File: src/rtl/voxel_write_arbiter.sv
// Merges the world generator's write stream with buffered host voxel edits onto one memory write port.
// Generator writes always win; host edits wait in a small FIFO and drain into idle slots.
module voxel_write_arbiter #(
    parameter int FIFO_DEPTH      = 4,
    parameter bit LOCK_DURING_GEN = 1'b1,
    localparam int LVL_W          = $clog2(FIFO_DEPTH + 1),
    localparam int PTR_W          = $clog2(FIFO_DEPTH)
) (
    input  logic             clk,
    input  logic             rst_n,
    input  logic             gen_write_en,
    input  logic [17:0]      gen_write_addr,
    input  logic [63:0]      gen_write_data,
    input  logic             gen_busy,
    input  logic             host_valid,
    output logic             host_ready,
    input  logic [17:0]      host_addr,
    input  logic [63:0]      host_data,
    output logic             mem_write_en,
    output logic [17:0]      mem_write_addr,
    output logic [63:0]      mem_write_data,
    output logic [LVL_W-1:0] fifo_level,
    output logic [19:0]      gen_count,
    output logic [19:0]      host_count,
    input  logic             stat_clear
);

    logic [17:0]      fifo_addr_mem [FIFO_DEPTH];
    logic [63:0]      fifo_data_mem [FIFO_DEPTH];
    logic [PTR_W-1:0] head_reg;
    logic [PTR_W-1:0] tail_reg;
    logic [LVL_W-1:0] level_reg;
    logic [LVL_W-1:0] level_next;
    logic             host_ready_reg;
    logic             host_ready_next;
    logic             mem_write_en_reg;
    logic [17:0]      mem_write_addr_reg;
    logic [63:0]      mem_write_data_reg;
    logic [19:0]      gen_count_reg;
    logic [19:0]      host_count_reg;
    logic             push;
    logic             pop;

    // Ready is registered, so a full FIFO refuses an edit even when a pop frees a slot this cycle.
    always_comb begin
        push            = host_valid && host_ready_reg;
        pop             = (level_reg != '0) && !gen_write_en && !(LOCK_DURING_GEN && gen_busy);
        level_next      = level_reg + LVL_W'(push) - LVL_W'(pop);
        host_ready_next = (level_next < LVL_W'(FIFO_DEPTH));
    end

    always_ff @(posedge clk) begin
        if (push) begin
            fifo_addr_mem[tail_reg] <= host_addr;
            fifo_data_mem[tail_reg] <= host_data;
        end
    end

    always_ff @(posedge clk or negedge rst_n) begin
        if (!rst_n) begin
            head_reg           <= '0;
            tail_reg           <= '0;
            level_reg          <= '0;
            host_ready_reg     <= 1'b0;
            mem_write_en_reg   <= 1'b0;
            mem_write_addr_reg <= '0;
            mem_write_data_reg <= '0;
            gen_count_reg      <= '0;
            host_count_reg     <= '0;
        end else begin
            if (push) begin
                tail_reg <= tail_reg + PTR_W'(1);
            end
            if (pop) begin
                head_reg <= head_reg + PTR_W'(1);
            end
            level_reg      <= level_next;
            host_ready_reg <= host_ready_next;

            if (gen_write_en) begin
                mem_write_en_reg   <= 1'b1;
                mem_write_addr_reg <= gen_write_addr;
                mem_write_data_reg <= gen_write_data;
            end else if (pop) begin
                mem_write_en_reg   <= 1'b1;
                mem_write_addr_reg <= fifo_addr_mem[head_reg];
                mem_write_data_reg <= fifo_data_mem[head_reg];
            end else begin
                mem_write_en_reg   <= 1'b0;
            end

            // Clear takes precedence over a same-cycle increment.
            if (stat_clear) begin
                gen_count_reg  <= '0;
                host_count_reg <= '0;
            end else begin
                if (gen_write_en && (gen_count_reg != '1)) begin
                    gen_count_reg <= gen_count_reg + 20'd1;
                end
                if (pop && (host_count_reg != '1)) begin
                    host_count_reg <= host_count_reg + 20'd1;
                end
            end
        end
    end

    assign host_ready     = host_ready_reg;
    assign mem_write_en   = mem_write_en_reg;
    assign mem_write_addr = mem_write_addr_reg;
    assign mem_write_data = mem_write_data_reg;
    assign fifo_level     = level_reg;
    assign gen_count      = gen_count_reg;
    assign host_count     = host_count_reg;

endmodule

File: config.mk
export PLATFORM = sky130hd
export DESIGN_NAME = voxel_write_arbiter
export DESIGN_NICKNAME = d
export VERILOG_FILES = /design/src/rtl/voxel_write_arbiter.sv
export SDC_FILE = /design/constraint.sdc
export NUM_CORES = 1
export LEC_CHECK = 0
export BUFFER_PORTS_ARGS = -buffer_cell sky130_fd_sc_hd__buf_4
export CORE_UTILIZATION = 51
export CTS_CLUSTER_DIAMETER = 40
export CTS_CLUSTER_SIZE = 28
export DETAILED_ROUTE_END_ITERATION = 8
export GPL_ROUTABILITY_DRIVEN = 0
export GPL_TIMING_DRIVEN = 0
export PLACE_DENSITY = 0.76
export RECOVER_POWER = 25
export SYNTH_ARGS = -nofsm -noshare
export SYNTH_HDL_FRONTEND = slang
export SYNTH_SLANG_ARGS = --single-unit
File: constraint.sdc
create_clock -name clk -period 3.06 [get_ports clk]
set_clock_uncertainty 0.1 [all_clocks]
set_input_delay 0 -clock clk [delete_from_list [all_inputs] [get_ports clk]]
set_output_delay 0 -clock clk [all_outputs]
set_load 0.1 [all_outputs]
### Word level (Yosys, flattened, before mapping)

Memory sizes are Yosys's and may differ from the RTL's.
Cells that the tools add are included.

| storage, ports and cells | value |
|---|---|
| register bits after elaboration | 131 |
| memory bits (writable) | 328 |
| bits of input ports | 170 |
| output and inout port bits | 127 |
| word-level logic and storage cells | 43 |
| memories kept | 2 |

Memories:

| memory | words | width | rd ports | clocked after memory_dff | wr ports | RTL line | RTL |
|---|---|---|---|---|---|---|---|
| fifo_data_mem | 4 | 64 | 1 | 0 | 1 | 29 | `logic [63:0] fifo_data_mem [FIFO_DEPTH];` |
| fifo_addr_mem | 4 | 18 | 1 | 0 | 1 | 28 | `logic [17:0] fifo_addr_mem [FIFO_DEPTH];` |

| operators by class | value |
|---|---|
| $add $sub $neg | 6 |
| magnitude comparators | 1 |
| eq/ne operators | 2 |
| mux-type cells | 12 |
| reductions and logical operators | 11 |

Operators with widths:

| cell | count |
|---|---|
| 2-to-1 mux 64 bit | 2 |
| 2-to-1 mux 20 bit | 4 |
| adder 20 x 1 -> 20 bit, second input constant | 2 |
| inequality test 20 bit, second input constant | 2 |
| 2-to-1 mux 18 bit | 2 |
| nonzero test 2 bit | 3 |
| logical AND 1 bit | 5 |
| adder 2 x 1 -> 2 bit, second input constant | 2 |
| 2-to-1 mux 1 bit | 4 |
| adder 3 x 1 -> 3 bit | 1 |
| less-than comparator 3 bit, second input constant | 1 |
| nonzero test 3 bit | 1 |
| subtractor 3 x 1 -> 3 bit | 1 |
| zero test 1 bit | 2 |

### Longest topological paths before layout

| depth | value |
|---|---|
| word-level depth | 6 |
| mapped depth | 10 |
| gate-level depth less buffers | 10 |

### Worst setup path before layout

OpenSTA, ideal clock, no wires.

| timing path | value |
|---|---|
| path kind | flip-flop to flip-flop |
| start | register host_ready_reg, in the netlist host_ready |
| end | memory fifo_addr_mem[0][0], enable pin |
| library setup time | 450 ps |
| data arrival time | 3,044 ps |
| required time | 2,510 ps |
| setup slack | -534 ps |
| stages on the path, launching flop included | 2 |
| path buffers | 0 |
| clock period less this slack | 3,594 ps |
| cell sequence | dfrtp_1 and3_1 |

| between the ends | value |
|---|---|
| word-level cells in the longest chain between the ends | 3 |

Ends and longest elaborated chain:

| element | RTL line | RTL |
|---|---|---|
| start, declared | 34 | `logic host_ready_reg;` |
| start signal, assigned | 78 | `host_ready_reg <= host_ready_next;` |
| logical AND 1 bit | 46 | `push = host_valid && host_ready_reg;` |
| 2-to-1 mux 1 bit | 53 | `if (push) begin` |
| 2-to-1 mux 1 bit (implied by the code) | 54 | `fifo_addr_mem[tail_reg] <= host_addr;` |
| end, declared | 28 |  |

No other way between the ends.

### Worst setup path after layout

| timing path | value |
|---|---|
| start | register level_reg[2], in the netlist fifo_level[2] |
| end | register level_reg[2], in the netlist fifo_level[2] |

| between the ends | value |
|---|---|
| word-level cells in the longest chain between the ends | 4 |
| elaborated cells on any way between the ends | 5 |
| those cells by class | add/sub: 2; reduce/logical: 3 |

Ends and longest elaborated chain:

| element | RTL line | RTL |
|---|---|---|
| start, declared | 32 | `logic [LVL_W-1:0] level_reg;` |
| start signal, assigned | 77 | `level_reg <= level_next;` |
| nonzero test 3 bit | 47 | `pop = (level_reg != '0) && !gen_write_en && !(LOCK_DURING_GEN && gen_busy);` |
| logical AND 1 bit (2 in series) | 47 |  |
| via pop | 42 | `logic pop;` |
| subtractor 3 x 1 -> 3 bit | 48 | `level_next = level_reg + LVL_W'(push) - LVL_W'(pop);` |
| via level_next[2] | 33 | `logic [LVL_W-1:0] level_next;` |

The timed path passes the listed nets, and every way through them passes these cells.
A chain may end at the register's enable or synchronous reset.

==> summary.md <==
| Metric | Value |
|---|---|
| Status | finished, final reports clean |
| Die height | 191 um |
| Distinct cells, synth | 52 |
| Power density over cell area | 926 nW/um^2 |
| Pre-CTS setup slack | 357 ps |
| Top cells by count, synth | 328 x edfxtp_1, 180 x nand2_1, 131 x dfrtp_1 |
| Area leader, netlist | edfxtp_1 |
| Mapped Area | 18200 um^2 |
| Nets | 1864 |
| Vias in the first global route | 12843 |
| WL/cell | 21.3 um |
| Max VDD drop | 0.741 mV |
| Sequential fraction of the synthesis area | 0.723 |
| CTS Buf Count | 56 |
| Synth top area share | 0.543 |
| Critical path launch point type | register |
| Post-CTS Repair Setup Buffers | 0 |
| Required time of the critical path | 3420 ps |
| Syn Nets | 1334 |
| CTS Hold Buffers Added | 171 |
| Minimum clock period | 2730 ps |
| Most area-consuming cells after synthesis | edfxtp_1 54%, dfrtp_1 18%, mux4_2 10% |
| Ys flop type | edfxtp_1 |
| # IOs | 297 |
| Core region area | 34800 um^2 |
| Aggregate global routing overflow | 0 |
| Post-synth EDFFs | 328 |
| YS warnings | 0 |
| DRT antenna net count | 0 |
| Flops & latches, synth | 459 |
| Crit path DAT | 3090 ps |
| CTS tree | done |
| Worst Setup EP | fifo_level[2] |
| Cell area after layout | 24600 um^2 |
| DR vias/cell | 5.63 |
| Final setup TNS | 0 ps |
| P&R area growth vs syn | 35.2% |
| Initial antenna violation count | 6 |
| Worst min path class | input port to register |
| Max Fclk | 366 MHz |
| First-pass GRT wire length | 71900 um |
| Share of flip-flops with an asynchronous set or reset | 0.285 |
| Leak | 9.26 nW |
| Least-Margin Pin Slew | 1250 ps |
| Clock latency on the worst-skew pair | 590 ps |
| Most common cell in the synthesized netlist | edfxtp_1 |
| Mux cell area share after synthesis | 0.106 |
| CP Max Fanout | 6 |
| XOR/XNOR Fraction of Synth Area | 0.0145 |
| CTS Sinks | 459 |
| Critical Path Source | fifo_level[2] |
| Avg Cell Area, Syn | 15.7 um^2 |
| Synth Area in Compound Gates | 0.0416 |
| Period utilization | 0.892 |
| Hold Fails Final Rpt | 0 |
| Detail Placement HPWL | 27800 um |
| Die ar. | 36400 um^2 |
| Largest register FFs | 256 |
| Largest net degree at the start of global routing | 88 |
| Maxcap violations | 0 |
| Layout cells sized above 1 | 0.261 |
| Mapped Cells | 1155 |
| Slew margin rel. | 0.167 |
| R2r setup slk | 330 ps |
| Total detailed-routing wirelength | 46800 um |
| Post-CTS resize count | 0 |
| Clock-pin slew on the worst setup and hold paths | 60 ps |
| Post-Place Cell Area | 21100 um^2 |
| Vias post-DR | 12363 |
| Number of port buffers | 296 |
| Largest family of logic cells by synthesized area | multiplexers |
| Die span in x | 191 um |
| Initial core utilization | 0.522 |
| RSZ-0062 raised after global routing | false |
| GR Util All Layers | 0.263 |
| Fillers | 2203 |
| Post-Synth Adder-Cell Area | 0.00662 |
| CP Class | register to register |
| DRC | 0 |
| H-tree levels | 2 |
| Simple-gate portion of the synthesized area | 0.0910 |
| Max Transition Viols Final | 0 |
| RR Endpoint | fifo_level[2] |
| Capturing element type of the critical path | register |
| Final setup vio count | 0 |
| Reg2Reg Launch Point | fifo_level[2] |
| Final Worst Setup Slack | 331 ps |
| Root Buffer | clkbuf_16 |
| Clock buffer depth | 3 |
| Num rows | 68 |
| Worst reg2reg path depth | 10 |
| DRT iter0 DRCs | 743 |
| First drt pass iteration count | 5 |
cell families after synthesis:
family | after synthesis
AO/OA/AOI/OAI | 117
buffers and inverters | 75
flip-flops | 459
XOR/XNOR | 30
adder cells (fa/ha/maj) | 9
multiplexers | 89
AND/OR/NAND/NOR | 376
layer usage:
metal  GRT usage  routed length, um
met1       0.334              18000
met4       0.106               1470
met3      0.0499               3560
met2       0.447              23700
met5           0                 14
stage by stage:
step	total power, mW	utilization	hold slack, ps	cells
CTS	22.9	0.712	21.1	2188
floorplan	13.9	-	-396	1155
global placement	15.7	0.602	99.8	1906
global route	23.5	0.705	88.3	2193
finish	22.7	0.706	86.9	2196
detailed placement	15.9	0.607	-134	1911
cell usage in the layout (no fill, tap or decap), types with 6 or more instances in the layout:
cell / instances
nand2_1: 180
buf_16: 6
inv_6: 14
and4_1: 6
clkinvlp_4: 6
xnor2_1: 26
nor2_1: 119
a21oi_1: 12
diode_2: 8
buf_4: 229
dlygate4sd3_1: 170
nand4_1: 14
clkbuf_16: 57
edfxtp_1: 328
buf_2: 14
nand3_1: 14
a31oi_1: 84
dfrtp_1: 131
mux4_2: 82
clkbuf_1: 102
inv_8: 8
ha_1: 8
and3_1: 8
nor3_1: 6
buf_1: 14
o21ai_0: 6
inv_1: 10
a211oi_1: 6
how the worst min path moves through the flow:
stage                   from                   end  slack [ps]  cells after the start
4_1_cts        host_data[58]  fifo_data_mem[2][58]          20                      2
2_1_floorplan          rst_n         fifo_level[0]        -400                      0
6_report       host_data[17]  fifo_data_mem[2][17]          90                      2
3_5_place_dp           rst_n    mem_write_data[27]        -130                      1
5_1_grt        host_data[17]  fifo_data_mem[3][17]          90                      2
3_3_place_gp   host_data[58]  fifo_data_mem[2][58]         100                      1
area by class of cell:
class	instances	area, um^2	area share
sequential	459	13100	0.535
multi-input combinational	621	4730	0.193
timing repair buffer	472	3830	0.156
clock buffer	58	1430	0.0582
tap	455	569	0.0232
clock inverter	48	526	0.0214
buffer	64	277	0.0113
inverter	11	41.3	0.00168
antenna	8	20.0	0.000815
worst max-delay path, cell delays in order, from the launching register on:
cell and delay [ps]:
dfrtp_1 410, or3_1 450, nand2_2 180, inv_2 120, ha_1 290, inv_1 40
ha_1 180, fa_1 380, xnor2_1 210, xnor2_1 170, inv_1 60
report_power, final:
group          total, mW  switching [mW]  internal, mW
Sequential          8.24           0.436          7.80
Clock               6.82            2.85          3.97
Combinational       7.69            5.33          2.35
Note: power is estimated with default switching activity, not from simulation.
